File: src/rtl/dlx_mem_arbiter.sv
// Arbitrates one single-ported unified memory between DLX fetch (read-only) and data ports.
// Define ARB_ROUND_ROBIN_EN for round-robin conflict resolution; default is data-over-fetch priority.
//
// state   | meaning
// IDLE    | sample requests, latch winner onto m_*
// SERVE_I | fetch access in flight on memory
// SERVE_D | data access in flight on memory
// RESP    | one-cycle ready pulse to the served side
module dlx_mem_arbiter #(
   parameter int ADDR_W  = 32,
   parameter int DATA_W  = 32,
   parameter int TIMEOUT = 255
) (
   input  logic              clk,
   input  logic              rst,
   input  logic [ADDR_W-1:0] i_address,
   input  logic              i_enable,
   output logic              i_ready,
   output logic [DATA_W-1:0] i_data,
   input  logic [ADDR_W-1:0] d_address,
   input  logic              d_enable,
   input  logic              d_readnotwrite,
   input  logic [DATA_W-1:0] d_wdata,
   output logic              d_ready,
   output logic [DATA_W-1:0] d_rdata,
   output logic [ADDR_W-1:0] m_address,
   output logic              m_enable,
   output logic              m_readnotwrite,
   output logic [DATA_W-1:0] m_wdata,
   input  logic [DATA_W-1:0] m_rdata,
   input  logic              m_ready,
   output logic              timeout_err
);

   localparam int CNT_W = $clog2(TIMEOUT + 1);
   // The cycle after this count is the TIMEOUT-th cycle of m_enable
   localparam logic [CNT_W-1:0] CNT_LAST = CNT_W'(TIMEOUT - 1);

   typedef enum logic [1:0] {IDLE, SERVE_I, SERVE_D, RESP} state_t;

   state_t            state;
   logic [CNT_W-1:0]  wait_cnt;
   logic              pick_d;
   logic              serve_done;
   logic [DATA_W-1:0] resp_data;

`ifdef ARB_ROUND_ROBIN_EN
   logic rr_d_next;

   always_comb begin
      pick_d = d_enable && (!i_enable || rr_d_next);
   end
`else
   always_comb begin
      pick_d = d_enable;
   end
`endif

   always_comb begin
      serve_done = m_ready || (wait_cnt == CNT_LAST);
      resp_data  = m_ready ? m_rdata : '1;
   end

   always_ff @(posedge clk) begin
      if (rst) begin
         state          <= IDLE;
         wait_cnt       <= '0;
         m_enable       <= 1'b0;
         m_address      <= '0;
         m_readnotwrite <= 1'b1;
         m_wdata        <= '0;
         i_ready        <= 1'b0;
         d_ready        <= 1'b0;
         i_data         <= '0;
         d_rdata        <= '0;
         timeout_err    <= 1'b0;
`ifdef ARB_ROUND_ROBIN_EN
         rr_d_next      <= 1'b1;
`endif
      end else begin
         i_ready <= 1'b0;
         d_ready <= 1'b0;
         case (state)
            IDLE: begin
               if (i_enable || d_enable) begin
                  wait_cnt <= '0;
                  m_enable <= 1'b1;
                  if (pick_d) begin
                     m_address      <= d_address;
                     m_readnotwrite <= d_readnotwrite;
                     m_wdata        <= d_wdata;
                     state          <= SERVE_D;
                  end else begin
                     m_address      <= i_address;
                     m_readnotwrite <= 1'b1;
                     state          <= SERVE_I;
                  end
`ifdef ARB_ROUND_ROBIN_EN
                  if (i_enable && d_enable) begin
                     rr_d_next <= !pick_d;
                  end
`endif
               end
            end
            SERVE_I, SERVE_D: begin
               if (serve_done) begin
                  m_enable <= 1'b0;
                  state    <= RESP;
                  if (!m_ready) begin
                     timeout_err <= 1'b1;
                  end
                  if (state == SERVE_I) begin
                     i_ready <= 1'b1;
                     i_data  <= resp_data;
                  end else begin
                     d_ready <= 1'b1;
                     // stores leave the previous load data on d_rdata
                     if (m_readnotwrite) begin
                        d_rdata <= resp_data;
                     end
                  end
               end else begin
                  wait_cnt <= wait_cnt + CNT_W'(1);
               end
            end
            RESP: begin
               state <= IDLE;
            end
            default: begin
               state <= IDLE;
            end
         endcase
      end
   end

endmodule

File: config.mk
export PLATFORM = sky130hd
export DESIGN_NAME = dlx_mem_arbiter
export DESIGN_NICKNAME = d
export VERILOG_FILES = /design/src/rtl/dlx_mem_arbiter.sv
export SDC_FILE = /design/constraint.sdc
export NUM_CORES = 1
export LEC_CHECK = 0
export ABC_AREA = 1
export CAP_MARGIN = 10
export CORE_ASPECT_RATIO = 2
export CORE_MARGIN = 8
export CORE_UTILIZATION = 40
export DETAILED_ROUTE_END_ITERATION = 8
export PLACE_DENSITY = 0.87
export SLEW_MARGIN = 25
export SYNTH_ARGS = -nofsm -noshare
export SYNTH_HDL_FRONTEND = slang
export SYNTH_SLANG_ARGS = --single-unit
File: constraint.sdc
create_clock -name clk -period 3.5 [get_ports clk]
set_clock_uncertainty 0.2 [all_clocks]
set_input_delay 0.525 -clock clk [delete_from_list [all_inputs] [get_ports clk]]
set_output_delay 0.525 -clock clk [all_outputs]
set_load 0.01 [all_outputs]
=== Word level (Yosys, flattened, before mapping) ===
Cells that the tools add are included.

* Add/sub/neg operators: 1
* Equality and inequality tests: 7
* Muxes and demuxes: 15
* Bitwise operators: 4
* Reductions and logical operators: 14

{| class="wikitable"
|+ Operator list
! cell !! number
|-
| 2-to-1 mux 32 bit || 2
|-
| 2-to-1 mux 8 bit || 2
|-
| case mux 8 bit (2 select lines) || 1
|-
| AND reduction 3 bit || 5
|-
| adder 8 x 1 -> 8 bit (second input constant) || 1
|-
| equality test 8 bit (second input constant) || 1
|-
| 2-to-1 mux 2 bit || 3
|-
| inequality test 2 bit (second input constant) || 3
|-
| case mux 2 bit (3 select lines) || 1
|-
| 2-to-1 mux 1 bit || 5
|-
| equality test 2 bit (second input constant) || 2
|-
| NOT 1 bit || 4
|-
| AND reduction 2 bit || 2
|-
| AND reduction 4 bit || 1
|-
| OR reduction 3 bit || 1
|-
| equality test 2 x 1 -> 1 bit (second input constant) || 1
|-
| logical NOT 2 bit || 1
|-
| logical OR 1 bit || 2
|-
| case mux 1 bit (2 select lines) || 1
|-
| nonzero test 2 bit || 1
|-
| OR reduction 2 bit || 1
|}

* Register bits: 143

=== Logic depth before layout (Yosys ltp) ===
Gate-level depths: netlist (run 1).

* Depth after elaboration: 4
* Depth in mapped cells: 11

=== Worst setup path after synthesis (run 1) ===
No wires, ideal clock.

* Kind: register to register
* From: reg state[1]
* To: reg d_rdata[14]
* Arrival: 1.373 ns
* Data required time: 3.168 ns
* Path slack: 1.795 ns
* Stages on the path, launching flop included: 9
* Buffers on the path: 2
* Period minus slack after synthesis: 1.705 ns
* Cells stage by stage: dfxtp_1 -> inv_1 -> ha_1 -> clkbuf_1 -> nor2_1 -> nand3_1 -> buf_2 -> nand2_1 -> a21oi_1

* Word-level cells in the longest chain between the ends: 3
* Elaborated cells between the ends (all ways): 5
* Those cells by class: 2 x eq/ne; 1 x bitwise; 2 x reduce/logical

{| class="wikitable"
|+ RTL lines
! item !! line !! RTL
|-
| start: declaration || 41 || <nowiki>state_t state;</nowiki>
|-
| start signal: assignment || 66 || <nowiki>state <= IDLE;</nowiki>
|-
| start signal: assignment || 92 || <nowiki>state <= SERVE_D;</nowiki>
|-
| start signal: assignment || 96 || <nowiki>state <= SERVE_I;</nowiki>
|-
| equality test 2 x 1 -> 1 bit or equality test 2 bit (tied branches) || 83, 112 ||
|-
| OR reduction 2 bit or NOT 1 bit (tied branches) || n/a ||
|-
| AND reduction 4 bit (no source line) * || n/a ||
|-
| end signal: assignment || 119 || <nowiki>d_rdata <= resp_data;</nowiki>
|-
| end: declaration || 25 || <nowiki>output logic [DATA_W-1:0] d_rdata,</nowiki>
|}

Mark *: on every way between the ends. The rest lies on a longest branch, timed or not.
A chain may end at the register's enable or synchronous reset.

=== Worst setup path in the final report (run 1) ===
* From: reg state[0]
* To: reg i_data[3]

* Word-level cells in the longest chain between the ends: 3
* Elaborated cells between the ends (all ways): 4
* Those cells by class: 2 x eq/ne; 2 x reduce/logical

{| class="wikitable"
|+ RTL lines
! item !! line !! RTL
|-
| equality test 2 x 1 -> 1 bit or equality test 2 bit (tied branches) || 83, 112 ||
|-
| OR reduction 2 bit || 83 || <nowiki>case (state)</nowiki>
|-
| AND reduction 3 bit (no source line) * || n/a ||
|-
| end signal: assignment || 114 || <nowiki>i_data <= resp_data;</nowiki>
|-
| end: declaration || 19 || <nowiki>output logic [DATA_W-1:0] i_data,</nowiki>
|}

Marks and branches as above.

==> flow_summary.toml, run 1 <==
[outcome]
outcome = "finished clean"

[logic_synthesis]
synth_top_area_share_pct = 48.4
yosysTopAreaCell = "dfxtp_1"
synth-seq-cells = 143
ys_seq_area_share_pct = 48.4
synth.area.mux_share_pct = 0
synth_nets = 915
synth-xor-area-share_pct = 0
synth_area_mm2 = 0.00591
yosys.area_share.simple_pct = 27.7
syn_inst = 776
synth_adder_area_share_pct = 1.06
yosysWarnings = 0
synth_top_family_by_area = "simple AND/OR/NAND/NOR gates"
synth_area_per_cell_um2 = 7.62
netlist_top_cells_area = "dfxtp_1 (48%), nand2_1 (10%), nand4_1 (6.9%), a21oi_1 (6.3%), o21ai_0 (5.8%)"
synth_cell_type_count = 23
synth_compound_area_share_pct = 15.8

[finish]
drive_gt1_share_pct = 8.60
area_growth_syn_to_layout_pct = 55.4
nets = 1149
final_area_mm2 = 0.00919
diodes = 0

[place]
place.gp.congestion = 0.857
portBuffers = 266
dpl-instance-area_mm2 = 0.00860
hpwl_mm = 15.0

[timing]
slew_headroom_pct = 37.0
fin_tns_setup_ns = 0
fmax_ghz = 0.387
worst_pin_slew_ns = 0.944
hold_viol_final = 0
rsz0062_at_grt = "no"
fin_crit_ns = 2.59
period_share_pct = 73.9
drv_slew = 0
setup_violations = 0
hold_ws_ns = 0.259

[cts]
clk_latency_ns = 0.41
cts_tree = "built"
clock-sinks = 143
holdBufCountCts = 0
cts_setup_buffers = 0
ctsResizeCount = 0
clkTransAtPathRegs_ns = 0.06
numCtsBuffers = 17
clockBufferDepth = 2
cts-root-buf = "clkbuf_16"
htreeDepth = 4

[worst_setup_path]
crit_path_start_kind = "flip-flop"
crit_fanout = 46
cpMostUsedCell = "buf_4"
worstPathRequired_ns = 3.56
slowest_delay_ns = 0.69
critPathArrivalTime_ns = 2.65
path_delay_family = "buffers and inverters"
cp-end-kind = "flip-flop"
cp_cell_sequence = "inv_1 > ha_2 > buf_4 > nand3_1 > buf_4 > nand2_1 > a21oi_1"
crit_buf_inv = 3
cpMaxStageDelayCell = "ha_2"
path_class = "flip-flop to flip-flop"

[route]
vias = 6373
firstDrtPassIters = 5
vias_per_cell = 5.23
ant_nets = 0
drc = 0
drt-total-wl_mm = 20.8
drt_iter0_drc = 326
wl_per_cell_um = 17.1

[floorplanning]
ioPinCount = 267
rows = 63
die_area_mm2 = 0.0192
start_util_pct = 40.3
die_h_um = 188
core_area_mm2 = 0.0147
die_w_um = 102

[global_route]
grt_max_degree = 71
grt_pass1_wl_mm = 32.0
antenna_found_initial = 0
grt_overflow_total = 0
grt_pass1_vias = 6288
grt_use_total_pct = 20.9

[power_and_ir_drop]
p_per_area_mw_per_mm2 = 678
ir_worst_vdd_uv = 408
p_leak_nw = 3.39
p_total_w = 0.00623

[min_path]
hp-class = "flip-flop to flip-flop"

[run]
max_cap_viol_count = 0
[worst reg2reg max path, stage by stage (launching register included)]
cell,delay [ns]
dfxtp_1,0.35
inv_1,0.07
ha_2,0.69
buf_4,0.54
nand3_1,0.13
buf_4,0.27
nand2_1,0.12
a21oi_1,0.06
[cell usage in the layout (no fill, tap or decap), types with 2 or more instances in the layout]
cell type        instances
clkdlybuf4s50_1        265
nand2_1                161
dfxtp_1                143
nor2_1                  85
a21oi_1                 74
o21ai_0                 69
nand4_1                 65
or2_2                   33
a31oi_1                 32
clkbuf_16               17
buf_4                   17
inv_1                   16
nand3_1                 15
inv_6                    6
ha_1                     4
clkinv_4                 3
inv_2                    2
nor3_1                   2
inv_8                    2
clkinvlp_4               2
[cell type report]
type	count	area [um2]
tap	195	244
timing repair buffer	283	2790
sequential	143	2860
clock buffer	18	439
multi-input combinational	547	2640
clock inverter	14	146
fill	1252	5480
inverter	18	67.6
[flip-flops by register name, indices dropped and copies added (netlist names)]
signal          cells
d_rdata            32
d_ready             1
i_data             32
i_ready             1
m_address          32
m_enable            1
m_readnotwrite      1
m_wdata            32
state               2
timeout_err         1
wait_cnt            8
[Yosys cell counts (all sizes together)]
master,count
a21oi,74
a31oi,32
buf,40
clkbuf,28
clkinv,1
dfxtp,143
ha,5
inv,17
nand2,162
nand3,15
nand4,65
nor2,86
nor3,2
nor3b,1
o21a,1
o21ai,70
o22ai,1
or2,33
[cell families (layout without fill, tap and decap cells)]
kind of cell,count (synthesis),in the layout
DFF,143,143
and+or+nand+nor,364,364
AOI/OAI and AO/OA,178,178
buffers and inverters,86,333
adders and majority gates,5,5
[layer usage]
metal / share of wire (%) / track usage (%) / wire (um)
met1: 39 / 23.7 / 8040
met2: 47 / 33.7 / 9750
met3: 13 / 9.06 / 2630
met4: 1.9 / 7.51 / 403
met5: 0 / 0 / 0
[power by group]
| part | total [W] | leakage, nW | switching (W) | internal [W] |
|---|---|---|---|---|
| logic | 0.00225 | 1.93 | 0.00123 | 0.00102 |
| registers | 0.00218 | 1.17 | 0.000203 | 0.00198 |
| clock network | 0.00180 | 0.283 | 0.000774 | 0.00102 |
| total | 0.00623 | 3.39 | 0.00221 | 0.00402 |
[worst paths after layout]
check	slack (ns)	startpoint	end	cells past startpoint
max	0.91	state[0]$_SDFFE_PP0P_	i_data[3]$_SDFFE_PP0P_	7
min	0.26	i_data[29]$_SDFFE_PP0P_	i_data[29]$_SDFFE_PP0P_	2
max reg2reg	0.91	state[0]$_SDFFE_PP0P_	i_data[3]$_SDFFE_PP0P_	7
min reg2reg	0.26	i_data[29]$_SDFFE_PP0P_	i_data[29]$_SDFFE_PP0P_	2
[through the flow]
step                std cells  utilization (%)  setup slack [ns]
finish                   1218             62.7             0.913
floorplan                 776                -              1.80
global route             1218             62.7             0.750
CTS                      1218             62.7             0.945
global placement         1186             58.7              1.02
detailed placement       1186             58.7             0.969
No activity file was read; power rests on OpenSTA's default activity.
==> run 2, diff against run 1 <==
- clock period: 3.5 -> 2.4 ns (I/O delays scaled with it)
==> flow_summary.toml, run 2 (synthesis gave the netlist of run 1 again) <==
[outcome]
outcome = "finished clean"

[worst_setup_path]
cp-end-kind = "flip-flop"
crit_path_start_kind = "flip-flop"
r2r-end = "wait_cnt[7]$_SDFFE_PP0P_"
reg2reg_depth = 11
critPathArrivalTime_ns = 2.28
timing.rr.start = "wait_cnt[0]$_SDFFE_PP0P_"
startpoint = "wait_cnt[0]$_SDFFE_PP0P_"
crit_fanout = 12
r2r_slack_ns = 0.27
path_class = "flip-flop to flip-flop"
worstPathRequired_ns = 2.55

[cts]
ctsResizeCount = 0
cts-root-buf = "clkbuf_16"
numCtsBuffers = 17
clockBufferDepth = 2
clock-sinks = 143
cts_tree = "built"
cts_setup_buffers = 0
clkTransAtPathRegs_ns = 0.06
holdBufCountCts = 0
clk_latency_ns = 0.41
htreeDepth = 4

[floorplanning]
core_area_mm2 = 0.0147
rows = 63
ioPinCount = 267
die_w_um = 102
die_area_mm2 = 0.0192
start_util_pct = 40.3
die_h_um = 188

[global_route]
grt_use_total_pct = 21.0
grt_max_degree = 71
grt_pass1_vias = 6424
antenna_found_initial = 0
grt_overflow_total = 0
grt_pass1_wl_mm = 32.1

[finish]
nets = 1159
fin_util_pct = 63.5
final_area_mm2 = 0.00931
area_growth_syn_to_layout_pct = 57.4
layout_common_cells = "clkdlybuf4s50_1 (265), nand2_1 (161), dfxtp_1 (143), nor2_1 (85), a21oi_1 (74)"
drive_gt1_share_pct = 9.49
final_common_cell = "clkdlybuf4s50_1"
diodes = 0

[route]
top_layer_used = "met4"
drc = 0
met2_length_mm = 9.56
drt-total-wl_mm = 20.7
wl_met3_mm = 2.71
firstDrtPassIters = 5
ant_nets = 0
drt-met1-wl_mm = 8.02
wl_per_cell_um = 16.8
vias_per_cell = 5.29
vias = 6496
drt_iter0_drc = 344

[place]
dpl-instance-area_mm2 = 0.00873
portBuffers = 266
place.gp.congestion = 0.879
hpwl_mm = 15.2

[timing]
hold_ws_ns = 0.170
hold_viol_final = 0
period_share_pct = 88.9
fin_tns_setup_ns = 0
drv_slew = 0
fin_crit_ns = 2.13
fmax_ghz = 0.469
slew_headroom_pct = 51.6
setup_violations = 0
rsz0062_at_grt = "no"
worst_pin_slew_ns = 0.727

[power_and_ir_drop]
ir_worst_vdd_uv = 615
p_leak_nw = 3.45
p_total_w = 0.00916
p_per_area_mw_per_mm2 = 985

[min_path]
hp-class = "input port to flip-flop"
holdCritStartpoint = "rst"
whs_endpoint = "m_readnotwrite$_SDFFE_PP1P_"
hold_depth = 3

[run]
max_cap_viol_count = 0
==> run 2: changes by cell type in the layout (fill, tap and decap cells not counted), sizes merged <==
cell | previous run | this run
buf | 18 | 28
inv | 26 | 23
clkinvlp | 2 | 4
clkbuf | 18 | 19
==> run 2: report_power, final <==
part	total [W]	leakage (nW)	internal, W	switching [W]
registers	0.00319	1.17	0.00289	0.000306
logic	0.00340	2.00	0.00159	0.00181
clock network	0.00257	0.275	0.00150	0.00107
total	0.00916	3.45	0.00598	0.00318
==> run 2: layout make-up <==
| type | instances | area, um2 |
|---|---|---|
| flip-flops and latches | 143 | 2860 |
| well taps | 195 | 244 |
| repair buffers | 293 | 2910 |
| fillers | 1274 | 5350 |
| clock buffers | 19 | 453 |
| multi-input cells | 547 | 2640 |
| clock inverters | 13 | 129 |
| inverters | 18 | 67.6 |
==> run 2: critical path: stages, from the launching register on <==
cell and delay, ns:
dfxtp_1 0.42, inv_1 0.09, ha_1 0.20, nand2_1 0.06, nor2_1 0.04, nand2_1 0.13, nand2_2 0.10, nand2_1 0.31
nand2_1 0.24, nand2_1 0.11, nand2_1 0.05, nor2_1 0.10
==> run 2: how the worst max path moves through the flow <==
| stage | slack, ns | end | depth (start not counted) |
|---|---|---|---|
| floorplan | 0.70 | d_rdata[14]$_SDFFE_PP0P_ | 8 |
| global placement | 0.27 | m_wdata[0]$_SDFFE_PP0P_ | 6 |
| detailed placement | 0.23 | m_wdata[24]$_SDFFE_PP0P_ | 5 |
| CTS | 0.28 | wait_cnt[7]$_SDFFE_PP0P_ | 11 |
| global route | 0.10 | wait_cnt[7]$_SDFFE_PP0P_ | 11 |
| finish | 0.27 | wait_cnt[7]$_SDFFE_PP0P_ | 11 |
==> run 2: routing by layer <==
layer  global-route usage [%]  vias up
met3                     9.18       19
met1                     23.8     3001
li1                         -     3124
met4                     7.97        0
met2                     33.5      352
met5                        0        -
==> run 2: metrics by stage <==
step	setup WS, ns	instances
floorplan	0.695	776
global placement	0.274	1196
detailed placement	0.226	1196
CTS	0.277	1228
global route	0.100	1228
finish	0.266	1228
